[src/rtl/ita_package.sv]
// Shared ITA types and constants.
//   counter_t : width of every tile/beat counter in the datapath
//   step_e    : datapath phase code consumed by ita_masking
//   M, N      : default tile edge and PE column count; BEATS = beats per tile
package ita_package;

  localparam int unsigned M            = 64;
  localparam int unsigned N            = 16;
  localparam int unsigned BEATS        = M * M / N;
  localparam int unsigned CounterWidth = 16;

  typedef logic [CounterWidth-1:0] counter_t;

  typedef enum logic [1:0] {
    Idle = 2'd0,
    QK   = 2'd1,
    AV   = 2'd2
  } step_e;

endpackage

[src/rtl/ita_loop_counter.sv]
// One level of the sequencer's loop nest.
//   clk_i, rst_ni : clock, async active-low reset
//   en_i          : advance this level by one
//   clear_i       : synchronous clear to 0 (wins over en_i)
//   max_i         : last value before wrapping back to 0
//   cnt_o         : current count
//   wrap_o        : advancing from max_i this cycle; feeds en_i of the next outer level
module ita_loop_counter
  import ita_package::*;
(
  input  logic     clk_i,
  input  logic     rst_ni,
  input  logic     en_i,
  input  logic     clear_i,
  input  counter_t max_i,
  output counter_t cnt_o,
  output logic     wrap_o
);

  assign wrap_o = en_i && (cnt_o == max_i);

  // Count register: clear, else wrap to 0 or increment on enable.
  always_ff @(posedge clk_i or negedge rst_ni) begin
    if (!rst_ni) begin
      cnt_o <= '0;
    end else if (clear_i) begin
      cnt_o <= '0;
    end else if (en_i) begin
      cnt_o <= wrap_o ? '0 : cnt_o + counter_t'(1);
    end
  end

endmodule

[src/rtl/ita_attn_tile_sequencer.sv]
// Sequences the QK and AV phases of the ITA datapath, producing the beat
// counter, tile coordinates, inner-tile index and step code for ita_masking.
//   clk_i, rst_ni       : clock, async active-low reset
//   start_i             : start pulse, honoured only in IDLE
//   tile_s/p/e_i        : sequence, projection and embedding tile counts (latched at start)
//   ready_i             : datapath accepts a beat this cycle
//   step_o              : Idle / QK / AV
//   calc_en_o           : beat issued this cycle (combinational from state and ready_i)
//   count_o             : beat within tile
//   tile_x_o, tile_y_o  : output tile column / row
//   inner_o             : inner-loop tile index
//   last_inner_tile_o   : inner_o is the last inner index of the current phase
//   busy_o, done_o      : not idle / one-cycle completion pulse
module ita_attn_tile_sequencer
  import ita_package::*;
#(
  parameter int unsigned M = ita_package::M,
  parameter int unsigned N = ita_package::N
) (
  input  logic     clk_i,
  input  logic     rst_ni,
  input  logic     start_i,
  input  counter_t tile_s_i,
  input  counter_t tile_p_i,
  input  counter_t tile_e_i,
  input  logic     ready_i,
  output step_e    step_o,
  output logic     calc_en_o,
  output counter_t count_o,
  output counter_t tile_x_o,
  output counter_t tile_y_o,
  output counter_t inner_o,
  output logic     last_inner_tile_o,
  output logic     busy_o,
  output logic     done_o
);

  localparam int unsigned TileBeats = M * M / N;

  typedef enum logic [1:0] {
    StIdle = 2'd0,
    StQk   = 2'd1,
    StAv   = 2'd2,
    StDone = 2'd3
  } seq_state_e;

  seq_state_e state_q, state_d;
  counter_t   cfg_s_q, cfg_p_q, cfg_e_q;
  counter_t   inner_max, x_max, y_max;
  logic       in_phase;
  logic       clear;
  logic       count_wrap, inner_wrap, x_wrap, y_wrap;
  logic       start_ok;

  assign start_ok = start_i && (state_q == StIdle);
  assign in_phase = (state_q == StQk) || (state_q == StAv);
  assign clear    = (state_q == StIdle);

  // Configuration latched once per run; later input changes are ignored.
  always_ff @(posedge clk_i or negedge rst_ni) begin
    if (!rst_ni) begin
      cfg_s_q <= '0;
      cfg_p_q <= '0;
      cfg_e_q <= '0;
    end else if (start_ok) begin
      cfg_s_q <= tile_s_i;
      cfg_p_q <= tile_p_i;
      cfg_e_q <= tile_e_i;
    end
  end

  // Per-phase wrap limits: QK loops over embedding tiles, AV over sequence tiles.
  always_comb begin
    inner_max = cfg_e_q - counter_t'(1);
    x_max     = cfg_s_q - counter_t'(1);
    y_max     = cfg_s_q - counter_t'(1);
    if (state_q == StAv) begin
      inner_max = cfg_s_q - counter_t'(1);
      x_max     = cfg_p_q - counter_t'(1);
    end
  end

  // Loop nest, innermost first; the outermost wrap ends the phase and leaves
  // every level at 0, so AV starts on the cycle right after the last QK beat.
  ita_loop_counter u_count (
    .clk_i  (clk_i),
    .rst_ni (rst_ni),
    .en_i   (calc_en_o),
    .clear_i(clear),
    .max_i  (counter_t'(TileBeats - 1)),
    .cnt_o  (count_o),
    .wrap_o (count_wrap)
  );

  ita_loop_counter u_inner (
    .clk_i  (clk_i),
    .rst_ni (rst_ni),
    .en_i   (count_wrap),
    .clear_i(clear),
    .max_i  (inner_max),
    .cnt_o  (inner_o),
    .wrap_o (inner_wrap)
  );

  ita_loop_counter u_tile_x (
    .clk_i  (clk_i),
    .rst_ni (rst_ni),
    .en_i   (inner_wrap),
    .clear_i(clear),
    .max_i  (x_max),
    .cnt_o  (tile_x_o),
    .wrap_o (x_wrap)
  );

  ita_loop_counter u_tile_y (
    .clk_i  (clk_i),
    .rst_ni (rst_ni),
    .en_i   (x_wrap),
    .clear_i(clear),
    .max_i  (y_max),
    .cnt_o  (tile_y_o),
    .wrap_o (y_wrap)
  );

  // State register.
  always_ff @(posedge clk_i or negedge rst_ni) begin
    if (!rst_ni) begin
      state_q <= StIdle;
    end else begin
      state_q <= state_d;
    end
  end

  // Next-state logic; a zero tile count skips straight to DONE.
  always_comb begin
    state_d = state_q;
    case (state_q)
      StIdle: begin
        if (start_i) begin
          if ((tile_s_i == '0) || (tile_p_i == '0) || (tile_e_i == '0)) begin
            state_d = StDone;
          end else begin
            state_d = StQk;
          end
        end
      end
      StQk:    if (y_wrap) state_d = StAv;
      StAv:    if (y_wrap) state_d = StDone;
      StDone:  state_d = StIdle;
      default: state_d = StIdle;
    endcase
  end

  // Output decode from the registered state.
  always_comb begin
    step_o            = Idle;
    calc_en_o         = 1'b0;
    busy_o            = 1'b0;
    done_o            = 1'b0;
    last_inner_tile_o = 1'b0;
    case (state_q)
      StQk: step_o = QK;
      StAv: step_o = AV;
      default: step_o = Idle;
    endcase
    if (in_phase) begin
      calc_en_o         = ready_i;
      last_inner_tile_o = (inner_o == inner_max);
    end
    busy_o = (state_q != StIdle);
    done_o = (state_q == StDone);
  end

endmodule

[config.mk]
export PLATFORM = sky130hd
export DESIGN_NAME = ita_attn_tile_sequencer
export DESIGN_NICKNAME = d
export VERILOG_FILES = /design/src/rtl/ita_package.sv /design/src/rtl/ita_loop_counter.sv /design/src/rtl/ita_attn_tile_sequencer.sv
export SDC_FILE = /design/constraint.sdc
export NUM_CORES = 1
export LEC_CHECK = 0
export ABC_CLOCK_PERIOD_IN_PS = 5500
export BUFFER_PORTS_ARGS = -buffer_cell sky130_fd_sc_hd__buf_4
export CORE_MARGIN = 3
export CORE_UTILIZATION = 25
export CTS_CLUSTER_SIZE = 25
export DETAILED_ROUTE_END_ITERATION = 16
export GPL_TIMING_DRIVEN = 0
export PLACE_DENSITY = 0.44
export REMOVE_ABC_BUFFERS = 1
export SETUP_SLACK_MARGIN = 0.05
export SYNTH_ARGS = -nofsm -noshare
export SYNTH_HDL_FRONTEND = slang
export SYNTH_HIERARCHICAL = 1
export SYNTH_SLANG_ARGS = --single-unit
[constraint.sdc]
create_clock -name clk_i -period 5.5 [get_ports clk_i]
set_input_delay 0.55 -clock clk_i [delete_from_list [all_inputs] [get_ports clk_i]]
set_output_delay 0.55 -clock clk_i [all_outputs]
set_load 0.01 [all_outputs]
==> results of run 1 <==
kinds of logic (layout without fill, tap and decap cells):
family          Yosys count  count (layout)  synth area share (%)
fa+ha+maj                12              12                 1.799
xor+xnor                162             162                 17.17
other cells               2              16               0.09000
compound gates           88              88                 6.643
simple gates            407             408                 26.83
buf+inv                  76             192                 4.109
mux                      70              70                 9.177
flops                   114             114                 34.19
path summary, 6_finish.rpt:
check                       startpoint           endpoint  slack (ns)  depth (start not counted)
min                             rst_ni  u_inner/cnt_o[15]        0.08                          1
max in group asynchronous       rst_ni  u_tile_x/cnt_o[7]        4.73                          2
min reg2reg                cfg_p_q[10]        cfg_p_q[10]        0.56                          1
max                         cfg_s_q[0]         state_q[0]        0.50                         16
min in group clk_i         tile_e_i[1]         cfg_e_q[1]        0.36                          2
max reg2reg                 cfg_s_q[0]         state_q[0]        0.50                         16
placed cells by master (no fill, tap or decap), types with 5 or more instances in the layout:
master and instances:
nor3b_1 8, xnor2_1 66, nand2b_1 14, a31oi_1 7, mux2i_1 18, nand3_1 44
mux2_2 52, nor4_2 6, conb_1 16, dfrtp_1 114, ha_1 10, nand3b_1 5
xor2_1 95, nand2_1 70, buf_4 123, clkbuf_16 17, nor3_1 42, a21oi_1 26
nor2_1 86, clkinvlp_4 5, nor4_1 53, or4_4 5, o21ai_0 23, o32ai_1 7
nand4_1 32, inv_1 31, nor4b_1 7
cell type report:
class | count | area, um^2 | area share (%)
Multi-Input combinational cell | 756 | 5251 | 50.49
Clock inverter | 13 | 160.2 | 1.540
Sequential cell | 114 | 2853 | 27.43
Timing Repair Buffer | 128 | 1021 | 9.816
Tap cell | 442 | 553.0 | 5.317
Clock buffer | 19 | 442.9 | 4.258
Inverter | 32 | 120.1 | 1.155
power by group through the flow:
stage / Combinational (mW) / Sequential, mW / Clock (mW)
global route: 2.53 / 1.45 / 1.23
finish: 2.29 / 1.40 / 1.16
global placement: 2.25 / 1.40 / 0
detailed placement: 2.28 / 1.41 / 0
floorplan: 1.65 / 1.30 / 0
CTS: 2.30 / 1.40 / 1.19
per-layer routing:
metal	up-vias	wire, um	track usage [%]
met5	-	0	0
met4	0	320	3.753
met2	164	11710	22.38
met3	16	1007	2.493
li1	3568	-	-
met1	3585	13700	22.68
worst max-delay path, stage by stage (launching register included):
cell     delay (ns)
dfrtp_1        0.48
inv_1          0.15
ha_1           0.21
or3b_2         0.48
nor4_1         0.35
xor2_1         0.47
nand2_1        0.09
o21ai_0        0.13
xnor2_1        0.17
nand4_1        0.10
or4_4          0.44
nor4b_4        0.40
nor4b_4        0.31
nor4b_4        0.62
nor2_1         0.15
a21oi_1        0.21
o32a_1         0.18
state kept, by name, summed over array words and instances, names as in the netlist:
signal / count
cfg_e_q: 16
cfg_p_q: 16
cfg_s_q: 16
u_count/cnt_o: 16
u_inner/cnt_o: 16
u_tile_x/cnt_o: 16
u_tile_y/cnt_o: 16
state_q: 2
repair_timing:
action	4_1_cts	5_1_grt
hold buffers	0	0
gates cloned	1	0
setup buffers	3	0
pin swaps	1	0
setup endpoints to repair	18	2
resized for setup	1	1
==> summary.txt, run 1 <==
First-pass GRT wire length = 42210 um
P per Cell Area = 466.8 nW/um^2
ANT cells = 0
Synth Flop Type = dfrtp_1
Final WL = 26740 um
Final period utilization = 90.98%
Clock Latency Late Sink = 0.43 ns
Htree depth = 4
Max_slew headroom = 40.99%
Post-synth EDFFs = 0
Die outline area = 35610 um^2
CTS clock-pin slew for the worst setup and hold paths = 0.06 ns
Synthesized area = 8344 um^2
Vias = 7333
Outcome = finished clean
Final Max Slew Viols = 0
IO Port Bufs = 121
Detailed-router iteration count before antenna repair = 5
All-layer global routing usage = 15.09%
Via count of the first global-routing pass = 7011
Worst slew pin tran = 0.8815 ns
CTS root buffer = clkbuf_16
Async SR Flop Fraction = 100.0%
Initial antenna violation count = 0
Fin Setup TNS = 0 ns
Layout cell share with drive strength beyond 1 = 22.69%
Avg Synthesized Cell Area = 8.963 um^2
Clk buf depth = 2
Yosys reg bits = 114
Yosys top cell area share = 34.19%
Final non-filler cell area = 10400 um^2
Data required time of the worst path = 5.85 ns
Max-cap violations = 0
CP startpoint kind = flip-flop
Fill cells = 3537
WS Path Type = flip-flop to flip-flop
Most frequent cells after synthesis = dfrtp_1, xor2_1, nor2_1
Routed Antenna Nets = 0
CP Max Fanout = 10
Final #Nets = 1113
Peak supply drop = 0.0002404 V
Worst setup margin = 0.4959 ns
Final-report setup violation count = 0
Gp weighted congestion = 0.8400
Die height = 188.7 um
Arr. time, crit path = 5.36 ns
Cells after synthesis = 931
Post-Place Cell Area = 9743 um^2
Seq pwr share = 28.9%
Iteration-0 DRC Markers = 512
Clock power share = 23.9%
Synth warn = 6
Total power draw = 4.855 mW
P&R area growth vs syn = 24.65%
Sink Count = 114
Sw Pwr = 2.104 mW
Area contributors post-synth = dfrtp_1, xor2_1, mux2_2
Final routed DRC violation total = 0
Via density = 4.876
Final core occ = 31.81%
Largest net degree at the start of global routing = 77
Worst slack, placed = -0.9419 ns
Post-route insts no fill = 1504
Routed len/inst = 17.78 um
Post-synthesis sequential area ratio = 34.19%
CTS tree = done
CTS Buf Count = 17
Hold WS = 0.07925 ns
RSZ-0062 raised after global routing = no
Worst hold-check path type = input pin to async pin
Final hold vios = 0
Gate power share = 47.2%
Int Power = 2.751 mW
Initial Util = 25.52%
Core area = 32700 um^2
Cell with the most instances after synthesis = dfrtp_1
Switching share of power = 43.33%
I/O pins = 122
Placed wire-length estimate = 19660 um
Yosys top cell by area = dfrtp_1
Synth cell types = 59
Gr ovfl total = 0
Crit. End Element = flip-flop
Dpl cells = 1468
Leakage = 4.237 nW
Min cycle time layout = 5.004 ns
Core Rows = 66
Max Clock Freq = 199.8 MHz
DIE WIDTH = 188.7 um
Worst Clk Skew = 0.01463 ns
Power figures use the tool's default switching activity.
==> run 2, diff against run 1 <==
--- a/config.mk
+++ b/config.mk
@@ -8,11 +8,11 @@
 export ABC_CLOCK_PERIOD_IN_PS = 5500
 export BUFFER_PORTS_ARGS = -buffer_cell sky130_fd_sc_hd__buf_4
 export CORE_MARGIN = 3
-export CORE_UTILIZATION = 25
+export CORE_UTILIZATION = 50
 export CTS_CLUSTER_SIZE = 25
 export DETAILED_ROUTE_END_ITERATION = 16
 export GPL_TIMING_DRIVEN = 0
-export PLACE_DENSITY = 0.44
+export PLACE_DENSITY = 0.74
 export REMOVE_ABC_BUFFERS = 1
 export SETUP_SLACK_MARGIN = 0.05
 export SYNTH_ARGS = -nofsm -noshare
==> summary.txt, run 2 (synthesis results as in run 1) <==
Detailed-router iteration count before antenna repair = 5 (unchanged)
Vias = 7592 (+3.5%)
CTS tree = done
Leakage = 4.251 nW (+0.33%)
Max-cap violations = 0 (unchanged)
Commonest non-fill, non-tap cells in the layout = buf_4, dfrtp_1, xor2_1
Die height = 135.2 um (-28%)
Final Max Slew Viols = 0 (unchanged)
Final hold vios = 0 (unchanged)
Worst Clk Skew = 0.009495 ns (-0.005138 ns)
I/O pins = 122 (unchanged)
Hold WS = 0.07414 ns (-0.005109 ns)
IO Port Bufs = 121 (unchanged)
Fin Setup TNS = 0 ns (unchanged)
Final non-filler cell area = 10050 um^2 (-3.4%)
Worst r2r src = cfg_s_q[0]
Htree depth = 4 (unchanged)
Crit. End Element = flip-flop
Worst setup margin = 0.4891 ns (-0.006774 ns)
CP Max Fanout = 21 (+11)
R2R setup slack = 0.49 ns (about the same)
Max Clock Freq = 199.6 MHz (-0.14%)
Clock Latency Late Sink = 0.42 ns (about the same)
Most common cell after layout, fill and taps aside = buf_4
Core Rows = 46 (-30%)
Routed Antenna Nets = 0 (unchanged)
CTS Buf Count = 17 (unchanged)
Crit path from = cfg_s_q[0]
Post-route insts no fill = 1278 (-15%)
Final #Nets = 1116 (+0.27%)
Crit path largest cell delay = 0.49 ns (-0.13 ns)
Total power draw = 4.610 mW (-5.0%)
Critical-path top delay cell = or3b_2
Reg2reg end = u_tile_y/cnt_o[2]
Worst Setup EP = u_tile_y/cnt_o[2]
Final WL = 22910 um (-14%)
Gr ovfl total = 0 (unchanged)
Clk buf depth = 2 (unchanged)
Max_slew headroom = 17.98% (-23 points)
Layout cell share with drive strength beyond 1 = 22.69% (unchanged)
Core area = 16120 um^2 (-51%)
First-pass GRT wire length = 36630 um (-13%)
CTS root buffer = clkbuf_16
Min cycle time layout = 5.011 ns (+0.006774 ns)
RSZ-0062 raised after global routing = no
CTS clock-pin slew for the worst setup and hold paths = 0.05 ns (about the same)
Sink Count = 114 (unchanged)
Initial antenna violation count = 0 (unchanged)
Routed len/inst = 17.93 um (+0.86%)
Final core occ = 62.37% (+31 points)
Worst slew pin tran = 1.226 ns (+0.3442 ns)
Peak supply drop = 0.0003184 V (+32%)
Initial Util = 51.78% (+26 points)
CP startpoint kind = flip-flop
Die outline area = 18280 um^2 (-49%)
WS Path Type = flip-flop to flip-flop
Worst slack, placed = -0.7294 ns (+0.2125 ns)
All-layer global routing usage = 25.19% (+10 points)
Final routed DRC violation total = 0 (unchanged)
Worst hold-check path type = input pin to async pin
P&R area growth vs syn = 20.45%
Final period utilization = 91.11% (+0.12 points)
Worst R2R Path Depth = 18 (+2)
DIE WIDTH = 135.2 um (-28%)
Arr. time, crit path = 5.32 ns (-0.04 ns)
Post-Place Cell Area = 9463 um^2 (-2.9%)
ANT cells = 0 (unchanged)
Fill cells = 1435 (-59%)
Placed wire-length estimate = 16650 um (-15%)
Gp weighted congestion = 0.9609 (+14%)
Data required time of the worst path = 5.81 ns (-0.04 ns)
Via count of the first global-routing pass = 7139 (+1.8%)
Dpl cells = 1243 (-15%)
Largest net degree at the start of global routing = 66 (-14%)
Outcome = finished clean
P per Cell Area = 458.7 nW/um^2 (-1.7%)
Worst-path cell chain = inv_1 > ha_1 > or3b_2 > nor4_1 > xor2_1 > nand2_1 > o21ai_0 > xnor2_1 > nand4_1 > or4_4 > nor4b_4 > buf_6 > nor4b_4 > buf_4 > buf_4 > nand2_1 > mux2_2 > o32ai_1
Via density = 5.941 (+22%)
Iteration-0 DRC Markers = 641 (+25%)
Final-report setup violation count = 0 (unchanged)
-- run 2: worst min path at each step --
| stage | slack [ns] | end | depth (start not counted) |
|---|---|---|---|
| floorplan | 0.25 | cfg_e_q[0] | 0 |
| finish | 0.07 | u_count/cnt_o[9] | 1 |
| global route | 0.1 | u_count/cnt_o[10] | 1 |
| global placement | 0.53 | cfg_p_q[15] | 1 |
| CTS | 0.08 | u_count/cnt_o[10] | 1 |
| detailed placement | 0.53 | u_count/cnt_o[10] | 1 |
-- run 2: critical path: cells and delay by family, from the launching register on --
family	cells	cell delay [ns]
muxes	1	0.25
DFF	1	0.47
adders and majority gates	1	0.20
xor gates and xnor gates	2	0.57
AOI/OAI and AO/OA	2	0.38
and+or+nand+nor	8	2.24
buffers and inverters	4	0.76
-- run 2: metal layers --
metal | up-vias | wire length (um) | global-route usage, % | part of all wire, %
li1 | 3571 | - | - | -
met1 | 3676 | 10320 | 35.42 | 45
met2 | 300 | 10420 | 38.47 | 45
met3 | 45 | 1628 | 5.126 | 7.1
met4 | 0 | 542 | 9.630 | 2.4
met5 | - | 0 | 0 | 0
-- run 2: layout make-up --
| cell class | instances | area, um^2 | area share [%] |
|---|---|---|---|
| multi-input cells | 756 | 5259 | 52.32 |
| flip-flops and latches | 114 | 2853 | 28.38 |
| repair buffers | 131 | 1049 | 10.43 |
| clock buffers | 21 | 460.4 | 4.581 |
| well taps | 216 | 270.3 | 2.689 |
| inverters | 32 | 120.1 | 1.195 |
| clock inverters | 8 | 40.04 | 0.3984 |
-- run 2: timing repair --
item / CTS / global route
gates resized for setup: 0 / 5
pin swaps: 0 / 1
setup endpoints to repair: 18 / 25
hold buffers: 0 / 0
hold endpoints to repair: 0 / 0
buffers inserted: 2 / 3
cloned: 1 / 0
-- run 2: report_power, final --
part	switching [mW]	total (mW)	internal, mW	leakage, nW
clock network	0.370	0.952	0.582	0.258
registers	0.360	1.40	1.04	1.48
logic	1.27	2.26	0.985	2.51
total	2.00	4.61	2.61	4.25
==> run 3, diff against run 2 <==
--- a/config.mk
+++ b/config.mk
@@ -7,12 +7,14 @@
 export LEC_CHECK = 0
 export ABC_CLOCK_PERIOD_IN_PS = 5500
 export BUFFER_PORTS_ARGS = -buffer_cell sky130_fd_sc_hd__buf_4
+export CELL_PAD_IN_SITES_DETAIL_PLACEMENT = 2
+export CELL_PAD_IN_SITES_GLOBAL_PLACEMENT = 2
 export CORE_MARGIN = 3
-export CORE_UTILIZATION = 50
+export CORE_UTILIZATION = 36
 export CTS_CLUSTER_SIZE = 25
 export DETAILED_ROUTE_END_ITERATION = 16
 export GPL_TIMING_DRIVEN = 0
-export PLACE_DENSITY = 0.74
+export PLACE_DENSITY = 0.85
 export REMOVE_ABC_BUFFERS = 1
 export SETUP_SLACK_MARGIN = 0.05
 export SYNTH_ARGS = -nofsm -noshare
==> constraint.sdc (replaced) <==
create_clock -name clk_i -period 5.5 [get_ports clk_i]
set_input_delay 0 -clock clk_i [delete_from_list [all_inputs] [get_ports clk_i]]
set_output_delay 0 -clock clk_i [all_outputs]
set_load 0.01 [all_outputs]
==> summary.txt, run 3 (synthesis results as in run 1) <==
Outcome = finished clean
Post-Place Cell Area = 9543 um^2 (+0.85%)
Critical-path top delay cell = dfrtp_1
Htree depth = 4 (unchanged)
Final WL = 40360 um (+76%)
Final non-filler cell area = 10830 um^2 (+7.7%)
Crit path largest cell delay = 0.61 ns (+0.12 ns)
Final Max Slew Viols = 0 (unchanged)
Worst slew pin tran = 0.9564 ns (-0.2693 ns)
Most common cell after layout, fill and taps aside = buf_4
Clock Latency Late Sink = 0.44 ns (+0.02 ns)
I/O pins = 122 (unchanged)
Iteration-0 DRC Markers = 630 (-1.7%)
CTS root buffer = clkbuf_16
P per Cell Area = 508.1 nW/um^2 (+11%)
CTS clock-pin slew for the worst setup and hold paths = 0.07 ns (+0.02 ns)
Fill cells = 2389 (+66%)
Via count of the first global-routing pass = 9362 (+31%)
Arr. time, crit path = 5.77 ns (+0.45 ns)
Core Rows = 55 (+20%)
Largest net degree at the start of global routing = 77 (+17%)
ANT cells = 0 (unchanged)
IO Port Bufs = 121 (unchanged)
Vias = 8600 (+13%)
Initial antenna violation count = 1 (+1)
Final hold vios = 0 (unchanged)
Core area = 22710 um^2 (+41%)
Max-cap violations = 0 (unchanged)
Die outline area = 25040 um^2 (+37%)
Min cycle time layout = 5.396 ns (+0.3846 ns)
Routed Antenna Nets = 0 (unchanged)
Worst-path cell chain = nor4_4 > nand2_1 > nor3_2 > xnor2_1 > o21ai_0 > xor2_1 > nor4b_1 > nand2_1 > nor4b_4 > buf_8 > nor4b_4 > buf_4 > nor4b_4 > buf_4 > nor2_1 > a21oi_1 > o32a_1
Crit. End Element = flip-flop
P&R area growth vs syn = 29.73%
Most frequent CP cell = nor4b_4
Sink Count = 114 (unchanged)
CTS tree = done
Die height = 158.2 um (+17%)
First-pass GRT wire length = 60020 um (+64%)
Total power draw = 5.500 mW (+19%)
Layout cell share with drive strength beyond 1 = 22.83% (+0.14 points)
Final-report setup violation count = 0 (unchanged)
Placed wire-length estimate = 21920 um (+32%)
CTS Buf Count = 17 (unchanged)
Initial Util = 36.74% (-15 points)
Final period utilization = 98.10% (+7.0 points)
Worst Clk Skew = 0.01137 ns (+0.001872 ns)
Gp weighted congestion = 0.8479 (-12%)
Max Clock Freq = 185.3 MHz (-7.1%)
Final #Nets = 1169 (+4.7%)
Worst hold-check path type = input pin to async pin
CP startpoint kind = flip-flop
Max_slew headroom = 36.24% (+18 points)
Detailed-router iteration count before antenna repair = 5 (unchanged)
Via density = 6.134 (+3.3%)
DIE WIDTH = 158.2 um (+17%)
WS Path Type = flip-flop to flip-flop
Routed len/inst = 28.79 um (+61%)
Clk buf depth = 2 (unchanged)
CP Max Fanout = 21 (unchanged)
Final routed DRC violation total = 0 (unchanged)
Peak supply drop = 0.0005046 V (+58%)
Leakage = 4.491 nW (+5.6%)
All-layer global routing usage = 31.70% (+6.5 points)
Gr ovfl total = 0 (unchanged)
Data required time of the worst path = 5.87 ns (+0.06 ns)
Commonest non-fill, non-tap cells in the layout = buf_4, dfrtp_1, xor2_1
==> run 3: changes by cell type in the layout (fill, tap and decap cells not counted), moves of 2 or more <==
cell and delta:
buf_4 +5, clkinvlp_4 +6, clkbuf_1 -2, nor2_1 -2, nor2_2 +2, dlygate4sd3_1 +49
nor3_2 +2, clkinv_2 -8, ha_2 -2, nor4_4 +2, clkinv_4 +3, ha_4 +2
bufinv_16 +2, nor4_1 -2
==> run 3: final timing paths <==
check | from | to | slack [ns] | cells after the start
min in group clk_i | start_i | state_q[1] | 0.09 | 4
worst max-delay path | cfg_s_q[4] | state_q[0] | 0.10 | 17
worst min register to register | cfg_p_q[15] | cfg_p_q[15] | 0.57 | 1
max in group asynchronous | rst_ni | cfg_p_q[4] | 4.70 | 3
worst max register to register | cfg_s_q[4] | state_q[0] | 0.10 | 17
worst min-delay path | rst_ni | u_inner/cnt_o[12] | 0.07 | 2
==> run 3: critical path: cells and delay by family, from the launching register on <==
family	cells	cell delay, ns
and+or+nand+nor	9	2.70
AOI/OAI and AO/OA	3	0.70
buffers and inverters	3	0.66
xor gates and xnor gates	2	0.64
DFF	1	0.61
==> run 3: area by class of cell <==
cell class | count | area, um^2 | area share (%)
Clock buffer | 20 | 466.7 | 4.311
Inverter | 32 | 120.1 | 1.110
Tap cell | 285 | 356.6 | 3.294
Sequential cell | 114 | 2853 | 26.35
Timing Repair Buffer | 184 | 1560 | 14.41
Clock inverter | 11 | 131.4 | 1.214
Multi-Input combinational cell | 756 | 5338 | 49.31
==> run 3: power breakdown <==
part / total [mW] / internal, mW / switching [mW] / leakage, nW
clock: 1.19 / 0.702 / 0.488 / 0.273
sequential: 1.53 / 1.04 / 0.494 / 1.48
combinational: 2.78 / 1.04 / 1.74 / 2.74
==> run 3: stage by stage <==
| stage | setup TNS, ns | hold WS [ns] | util (%) | setup WS [ns] | instances |
|---|---|---|---|---|---|
| after detailed placement | -18.15 | -0.01881 | 42.02 | -1.370 | 1311 |
| after CTS | 0 | 0.08459 | 47.27 | 0.1001 | 1399 |
| after global placement | -95.80 | 0.2442 | 41.56 | -3.005 | 1307 |
| final | 0 | 0.06722 | 47.67 | 0.1045 | 1402 |
| after floorplan | -9.395 | -0.2956 | - | -0.7053 | 901 |
| after global routing | -0.03348 | 0.09211 | 47.67 | -0.03207 | 1402 |
==> run 3: timing repair <==
item | in CTS | in global routing
gates resized for setup | 5 | 9
endpoints found under the hold margin | 137 | 0
endpoints found under the setup margin | 26 | 34
buffers inserted | 7 | 3
hold buffers | 49 | 0
pin swaps | 1 | 2
cloned | 1 | 0
==> run 3: layer usage <==
metal | up-vias | track usage [%] | part of all wire (%)
li1 | 3657 | - | -
met1 | 4426 | 38.69 | 39
met2 | 381 | 54.68 | 51
met3 | 134 | 5.139 | 4.9
met4 | 2 | 14.79 | 5.0
met5 | - | 0 | 0.032
